File: config.mk
export PLATFORM = sky130hd
export DESIGN_NAME = iter_alu
export DESIGN_NICKNAME = d
export VERILOG_FILES = /design/src/rtl/iter_alu.sv
export SDC_FILE = /design/constraint.sdc
export NUM_CORES = 1
export LEC_CHECK = 0
export CORE_MARGIN = 2
export CORE_UTILIZATION = 49
export DETAILED_ROUTE_END_ITERATION = 10
export PLACE_DENSITY = 0.68
export SYNTH_ARGS = -nofsm -noshare
export SYNTH_HDL_FRONTEND = slang
export SYNTH_SLANG_ARGS = --single-unit
File: constraint.sdc
create_clock -name clk_i -period 6.4 [get_ports clk_i]
set_input_delay 1.28 -clock clk_i [delete_from_list [all_inputs] [get_ports clk_i]]
set_output_delay 1.28 -clock clk_i [all_outputs]
set_load 0.1 [all_outputs]
File: src/rtl/iter_alu.sv
// iter_alu -- multi-cycle ALU for the EX stage.
//
// Single-cycle ops (logic, add/sub, compares, shifts, LUI, DIVU by zero,
// illegal codes) register their results on the edge that accepts start_i.
// MULU and DIVU run one radix-2 step per cycle for WIDTH cycles with busy_o
// high, then pulse done_o.
//
// Ports:
//   clk_i     rising-edge clock
//   rst_i     synchronous active-high reset (aborts any in-flight op)
//   start_i   launch an operation; ignored while busy_o=1
//   ctrl_i    operation select
//   src1_i    operand A
//   src2_i    operand B (also the shifted operand)
//   shamt_i   shift amount, used modulo WIDTH
//   result_o  primary result (low product / quotient)
//   hi_o      high product / remainder, 0 for other ops
//   zero_o    result_o == 0
//   ovf_o     signed overflow for ADD/SUB
//   div0_o    DIVU with a zero divisor
//   busy_o    iterative op in progress
//   done_o    one-cycle pulse: outputs updated this cycle
module iter_alu #(
  parameter int WIDTH = 32
) (
  input  logic                       clk_i,
  input  logic                       rst_i,
  input  logic                       start_i,
  input  logic [3:0]                 ctrl_i,
  input  logic [WIDTH-1:0]           src1_i,
  input  logic [WIDTH-1:0]           src2_i,
  input  logic [$clog2(WIDTH)-1:0]   shamt_i,
  output logic [WIDTH-1:0]           result_o,
  output logic [WIDTH-1:0]           hi_o,
  output logic                       zero_o,
  output logic                       ovf_o,
  output logic                       div0_o,
  output logic                       busy_o,
  output logic                       done_o
);

  localparam int SHW = $clog2(WIDTH);

  localparam logic [3:0] OP_AND  = 4'b0000;
  localparam logic [3:0] OP_OR   = 4'b0001;
  localparam logic [3:0] OP_ADD  = 4'b0010;
  localparam logic [3:0] OP_SUB  = 4'b0011;
  localparam logic [3:0] OP_SLT  = 4'b0100;
  localparam logic [3:0] OP_SLL  = 4'b0101;
  localparam logic [3:0] OP_SRL  = 4'b0110;
  localparam logic [3:0] OP_SRA  = 4'b0111;
  localparam logic [3:0] OP_LUI  = 4'b1000;
  localparam logic [3:0] OP_MULU = 4'b1001;
  localparam logic [3:0] OP_DIVU = 4'b1010;
  localparam logic [3:0] OP_SLTU = 4'b1011;

  typedef enum logic [0:0] {
    IDLE = 1'b0,
    ITER = 1'b1
  } state_t;

  state_t           state_r;
  logic [SHW-1:0]   cnt_r;
  logic             is_div_r;
  // acc_r: running high product / partial remainder.
  // lo_r : multiplier shifting out while product bits shift in (MULU), or
  //        dividend shifting out while quotient bits shift in (DIVU).
  // opa_r: multiplicand (MULU) or divisor (DIVU).
  logic [WIDTH-1:0] acc_r;
  logic [WIDTH-1:0] lo_r;
  logic [WIDTH-1:0] opa_r;

  logic [WIDTH-1:0] add_s;
  logic [WIDTH-1:0] sub_s;
  logic [WIDTH-1:0] sc_result_s;
  logic [WIDTH-1:0] sc_hi_s;
  logic             sc_ovf_s;
  logic             sc_div0_s;
  logic             sc_iter_s;

  logic [WIDTH:0]   mul_sum_s;
  logic [WIDTH:0]   div_sh_s;
  logic [WIDTH+1:0] div_diff_s;
  logic [WIDTH-1:0] step_acc_s;
  logic [WIDTH-1:0] step_lo_s;

  assign add_s = src1_i + src2_i;
  assign sub_s = src1_i - src2_i;

  // Single-cycle result selection from the live inputs (captured on accept).
  always_comb begin
    sc_result_s = {WIDTH{1'b0}};
    sc_hi_s     = {WIDTH{1'b0}};
    sc_ovf_s    = 1'b0;
    sc_div0_s   = 1'b0;
    sc_iter_s   = 1'b0;
    case (ctrl_i)
      OP_AND: sc_result_s = src1_i & src2_i;
      OP_OR:  sc_result_s = src1_i | src2_i;
      OP_ADD: begin
        sc_result_s = add_s;
        sc_ovf_s    = (src1_i[WIDTH-1] == src2_i[WIDTH-1]) &&
                      (add_s[WIDTH-1] != src1_i[WIDTH-1]);
      end
      OP_SUB: begin
        sc_result_s = sub_s;
        sc_ovf_s    = (src1_i[WIDTH-1] != src2_i[WIDTH-1]) &&
                      (sub_s[WIDTH-1] != src1_i[WIDTH-1]);
      end
      OP_SLT:  sc_result_s = {{(WIDTH-1){1'b0}}, ($signed(src1_i) < $signed(src2_i))};
      OP_SLTU: sc_result_s = {{(WIDTH-1){1'b0}}, (src1_i < src2_i)};
      OP_SLL:  sc_result_s = src2_i << shamt_i;
      OP_SRL:  sc_result_s = src2_i >> shamt_i;
      OP_SRA:  sc_result_s = $unsigned($signed(src2_i) >>> shamt_i);
      OP_LUI:  sc_result_s = {src2_i[15:0], {(WIDTH-16){1'b0}}};
      OP_MULU: sc_iter_s   = 1'b1;
      OP_DIVU: begin
        if (src2_i == {WIDTH{1'b0}}) begin
          // Divide by zero resolves immediately, RISC-V style.
          sc_result_s = {WIDTH{1'b1}};
          sc_hi_s     = src1_i;
          sc_div0_s   = 1'b1;
        end else begin
          sc_iter_s = 1'b1;
        end
      end
      default: sc_result_s = {WIDTH{1'b0}};
    endcase
  end

  // One radix-2 step: shift-add multiply or restoring divide.
  always_comb begin
    mul_sum_s  = {1'b0, acc_r} + (lo_r[0] ? {1'b0, opa_r} : {(WIDTH+1){1'b0}});
    div_sh_s   = {acc_r, lo_r[WIDTH-1]};
    // Extra top bit acts as the borrow flag of the trial subtraction.
    div_diff_s = {1'b0, div_sh_s} - {2'b00, opa_r};
    if (is_div_r) begin
      if (div_diff_s[WIDTH+1]) begin
        step_acc_s = div_sh_s[WIDTH-1:0];
        step_lo_s  = {lo_r[WIDTH-2:0], 1'b0};
      end else begin
        step_acc_s = div_diff_s[WIDTH-1:0];
        step_lo_s  = {lo_r[WIDTH-2:0], 1'b1};
      end
    end else begin
      step_acc_s = mul_sum_s[WIDTH:1];
      step_lo_s  = {mul_sum_s[0], lo_r[WIDTH-1:1]};
    end
  end

  // Control FSM, iteration datapath and registered outputs.
  always_ff @(posedge clk_i) begin
    if (rst_i) begin
      state_r  <= IDLE;
      cnt_r    <= {SHW{1'b0}};
      is_div_r <= 1'b0;
      acc_r    <= {WIDTH{1'b0}};
      lo_r     <= {WIDTH{1'b0}};
      opa_r    <= {WIDTH{1'b0}};
      result_o <= {WIDTH{1'b0}};
      hi_o     <= {WIDTH{1'b0}};
      zero_o   <= 1'b0;
      ovf_o    <= 1'b0;
      div0_o   <= 1'b0;
      busy_o   <= 1'b0;
      done_o   <= 1'b0;
    end else begin
      done_o <= 1'b0;
      case (state_r)
        IDLE: begin
          if (start_i) begin
            if (sc_iter_s) begin
              state_r  <= ITER;
              busy_o   <= 1'b1;
              cnt_r    <= {SHW{1'b0}};
              is_div_r <= (ctrl_i == OP_DIVU);
              acc_r    <= {WIDTH{1'b0}};
              opa_r    <= (ctrl_i == OP_DIVU) ? src2_i : src1_i;
              lo_r     <= (ctrl_i == OP_DIVU) ? src1_i : src2_i;
            end else begin
              result_o <= sc_result_s;
              hi_o     <= sc_hi_s;
              zero_o   <= (sc_result_s == {WIDTH{1'b0}});
              ovf_o    <= sc_ovf_s;
              div0_o   <= sc_div0_s;
              done_o   <= 1'b1;
            end
          end
        end
        ITER: begin
          acc_r <= step_acc_s;
          lo_r  <= step_lo_s;
          cnt_r <= cnt_r + {{(SHW-1){1'b0}}, 1'b1};
          if (cnt_r == SHW'(WIDTH-1)) begin
            // Both algorithms leave the low word in lo and the high word in acc.
            state_r  <= IDLE;
            busy_o   <= 1'b0;
            done_o   <= 1'b1;
            result_o <= step_lo_s;
            hi_o     <= step_acc_s;
            zero_o   <= (step_lo_s == {WIDTH{1'b0}});
            ovf_o    <= 1'b0;
            div0_o   <= 1'b0;
          end
        end
        default: begin
          state_r <= IDLE;
          busy_o  <= 1'b0;
        end
      endcase
    end
  end

endmodule
==> reports/metrics.csv <==
metric,value,unit
status,"finished, final reports clean",
fin_crit_sh,89.1,%
crit_type,in2reg,
max-vdd-ir-drop,138,uV
portBuffers,144,
rows,77,
worstHoldPathCells,2,
gp_congestion,1.11,
reg2reg_depth,13,
ant_nets,0,
clk_pin_slew_worst_paths,0.06,ns
mostFrequentLayoutCells,"nor2_1 (405), a21oi_1 (342), nand2_1 (215)",
synthCells,3027,
cts_made_buffers,17,
die_y,215,um
cp-start-kind,input pin,
synthFlopType,dfxtp_1,
antenna_found_initial,2,
setup_violations,0,
htreeDepth,4,
diodes,0,
ios,145,
setup_slack,0.695,ns
reg2reg_slack,1.64,ns
die_area,46100,sq um
ys_ff_latch,172,
power_frac_comb,44.9,%
powerDensity,166,nW/um^2
clock_latency,0.46,ns
routedWlPerCell,29.6,um
synth.area.top_cells,"dfxtp_1 (16%), ha_1 (9.5%), a21oi_1 (7.9%), nor2_1 (7.1%), mux2i_1 (4.9%)",
syn2layout_area_growth,12.4,%
via_per_inst,7.07,
maxSlewHeadroom,17.7,%
critPathCaptureType,flip-flop,
initial_core_util,49.4,%
synth_top_area_cell,dfxtp_1,
grt_pass1_vias,24400,
worstHoldStart,result_o[26]$_SDFFE_PP0P_,
synth_edf_count,0,
rr_endpoint,hi_o[30]$_SDFFE_PP0P_,
place_inst,3636,
overflow,0,
cts_setup_buffers,0,
r2r-start,lo_r[0]$_SDFFE_PP0P_,
min_to,result_o[26]$_SDFFE_PP0P_,
period_minus_slack,5.70,ns
p_int,2.31,mW
async_flop_share,0,%
p_sw,1.74,mW
rsz0062_at_grt,no,
dieWidth,215,um
track_usage,45.6,%
cts_resized,0,
drtIter0Drc,4400,
ys_seq_area_share,15.8,%
dr_total_vias,25900,
root_buffer,clkbuf_16,
whs,0.462,ns
max_freq,175,MHz
cts_sinks,172,
setup_tns,0,ns
layout.nets,3308,
grt_max_degree,77,
crit_start,src1_i[0],
hold_path_class,reg2reg,
place_ws,0.535,ns
cts_buffer_depth,2,
syn_area,21700,sq um
cp.required,6.77,ns
ys_warn_count,0,
hpwl,82800,um
netSwitchingFraction,43.0,%
critPathMaxFanout,4,
pwr-share-clk,26.4,%
drive_above_1_share,9.17,%
p_total,4.05,mW
pwr-share-seq,28.7,%
dr.pass1.iters,9,
wl,109000,um
drc,0,
syn-mean-instance-area,7.19,sq um
ys_types,94,
synth_top_area_share,15.8,%
p_leak,9.86,nW
synth_fp_nets,3272,
layout.cells.non_filler,3667,
layout_commonest_cell,nor2_1,
tightestPinTransition,1.24,ns
design.core.area,44000,sq um
slew_viol_final,0,
maxCapViolCount,0,
cts_tree,built,
holdBufCountCts,0,
grt_pass1_wl,159000,um
arrival,6.07,ns
final_hold_viol_count,0,
fin_skew,0.0113,ns
worst max-delay path, stage by stage:
cell and delay, ns:
clkdlybuf4s50_1 0.63, inv_1 0.26, ha_1 0.22, inv_1 0.06, fa_1 0.40, nor2b_1 0.17, o311ai_1 0.26, buf_4 0.20
a21oi_1 0.08, o41ai_1 0.63, o221a_2 0.31, o211ai_1 0.12, a2111oi_0 0.36, nand4_1 0.21, nor4b_2 0.44, nand4_1 0.17
o32ai_2 0.26
power groups by stage:
stage | logic, mW | registers (mW) | clock network (mW)
4_1_cts | 1.74 | 1.16 | 1.07
3_3_place_gp | 1.72 | 1.18 | 0
5_1_grt | 1.89 | 1.17 | 1.11
3_5_place_dp | 1.73 | 1.18 | 0
6_report | 1.82 | 1.16 | 1.07
2_1_floorplan | 0.968 | 1.34 | 0
kinds of logic (layout without fill, tap and decap cells):
logic type | after synthesis | after routing | synth area share [%]
simple gates | 995 | 995 | 21.3
xor+xnor | 63 | 63 | 2.54
flops | 172 | 172 | 15.8
fa+ha+maj | 169 | 169 | 9.86
mux | 188 | 188 | 11.4
buf+inv | 401 | 449 | 7.64
compound gates | 1039 | 1039 | 31.5
synth_stat cells, drive strengths merged, types with 19 or more instances:
master and number:
a21o 43, nor2 409, o31ai 21, inv 152
mux2i 107, and2 55, nand2 215, clkbuf 183
nor3 65, a31oi 25, mux4 43, buf 64
o211ai 73, nand4 24, dfxtp 172, a221oi 27
nor2b 23, and3 30, o21ai 142, nor4 38
ha 165, nand3 51, o22ai 28, nand2b 19
a22oi 26, o21a 20, xnor2 44, mux2 38
xor2 19, a211oi 119, a21oi 342
worst max path at each step:
stage | to | slack (ns) | cells past startpoint
finish | zero_o$_SDFFE_PP0P_ | 0.70 | 17
global route | zero_o$_SDFFE_PP0P_ | 0.65 | 15
CTS | zero_o$_SDFFE_PP0P_ | 0.98 | 15
detailed placement | zero_o$_SDFFE_PP0P_ | 0.53 | 15
global placement | zero_o$_SDFFE_PP0P_ | 0.49 | 15
floorplan | zero_o$_SDFFE_PP0P_ | 1.90 | 15
stage by stage:
step | util (%) | instance area, sq um
CTS | 55.5 | 24400
finish | 55.5 | 24400
global placement | 54.2 | 23900
detailed placement | 54.2 | 23900
floorplan | - | 21700
global route | 55.5 | 24400
state kept, by name, indices dropped and copies added (netlist names):
name / cells
acc_r: 32
hi_o: 32
lo_r: 32
opa_r: 32
result_o: 32
cnt_r: 5
busy_o: 1
div0_o: 1
done_o: 1
is_div_r: 1
ovf_o: 1
state_r: 1
zero_o: 1
layout make-up:
class                           count  area [sq um]
Inverter                          154           578
Fill cell                        4250         19600
Clock buffer                       21           470
Timing Repair Buffer              264          2360
Tap cell                          592           741
Clock inverter                     10           114
Multi-Input combinational cell   2454         16700
Sequential cell                   172          3450
per-layer routing:
metal / wire [um] / vias up / global-route usage [%]
met4: 8760 / 4 / 31.0
li1: - / 11200 / -
met3: 12500 / 470 / 11.5
met2: 46500 / 1897 / 70.2
met1: 40800 / 12300 / 56.0
met5: 27 / - / 0
Note: power is estimated with default switching activity, not from simulation.
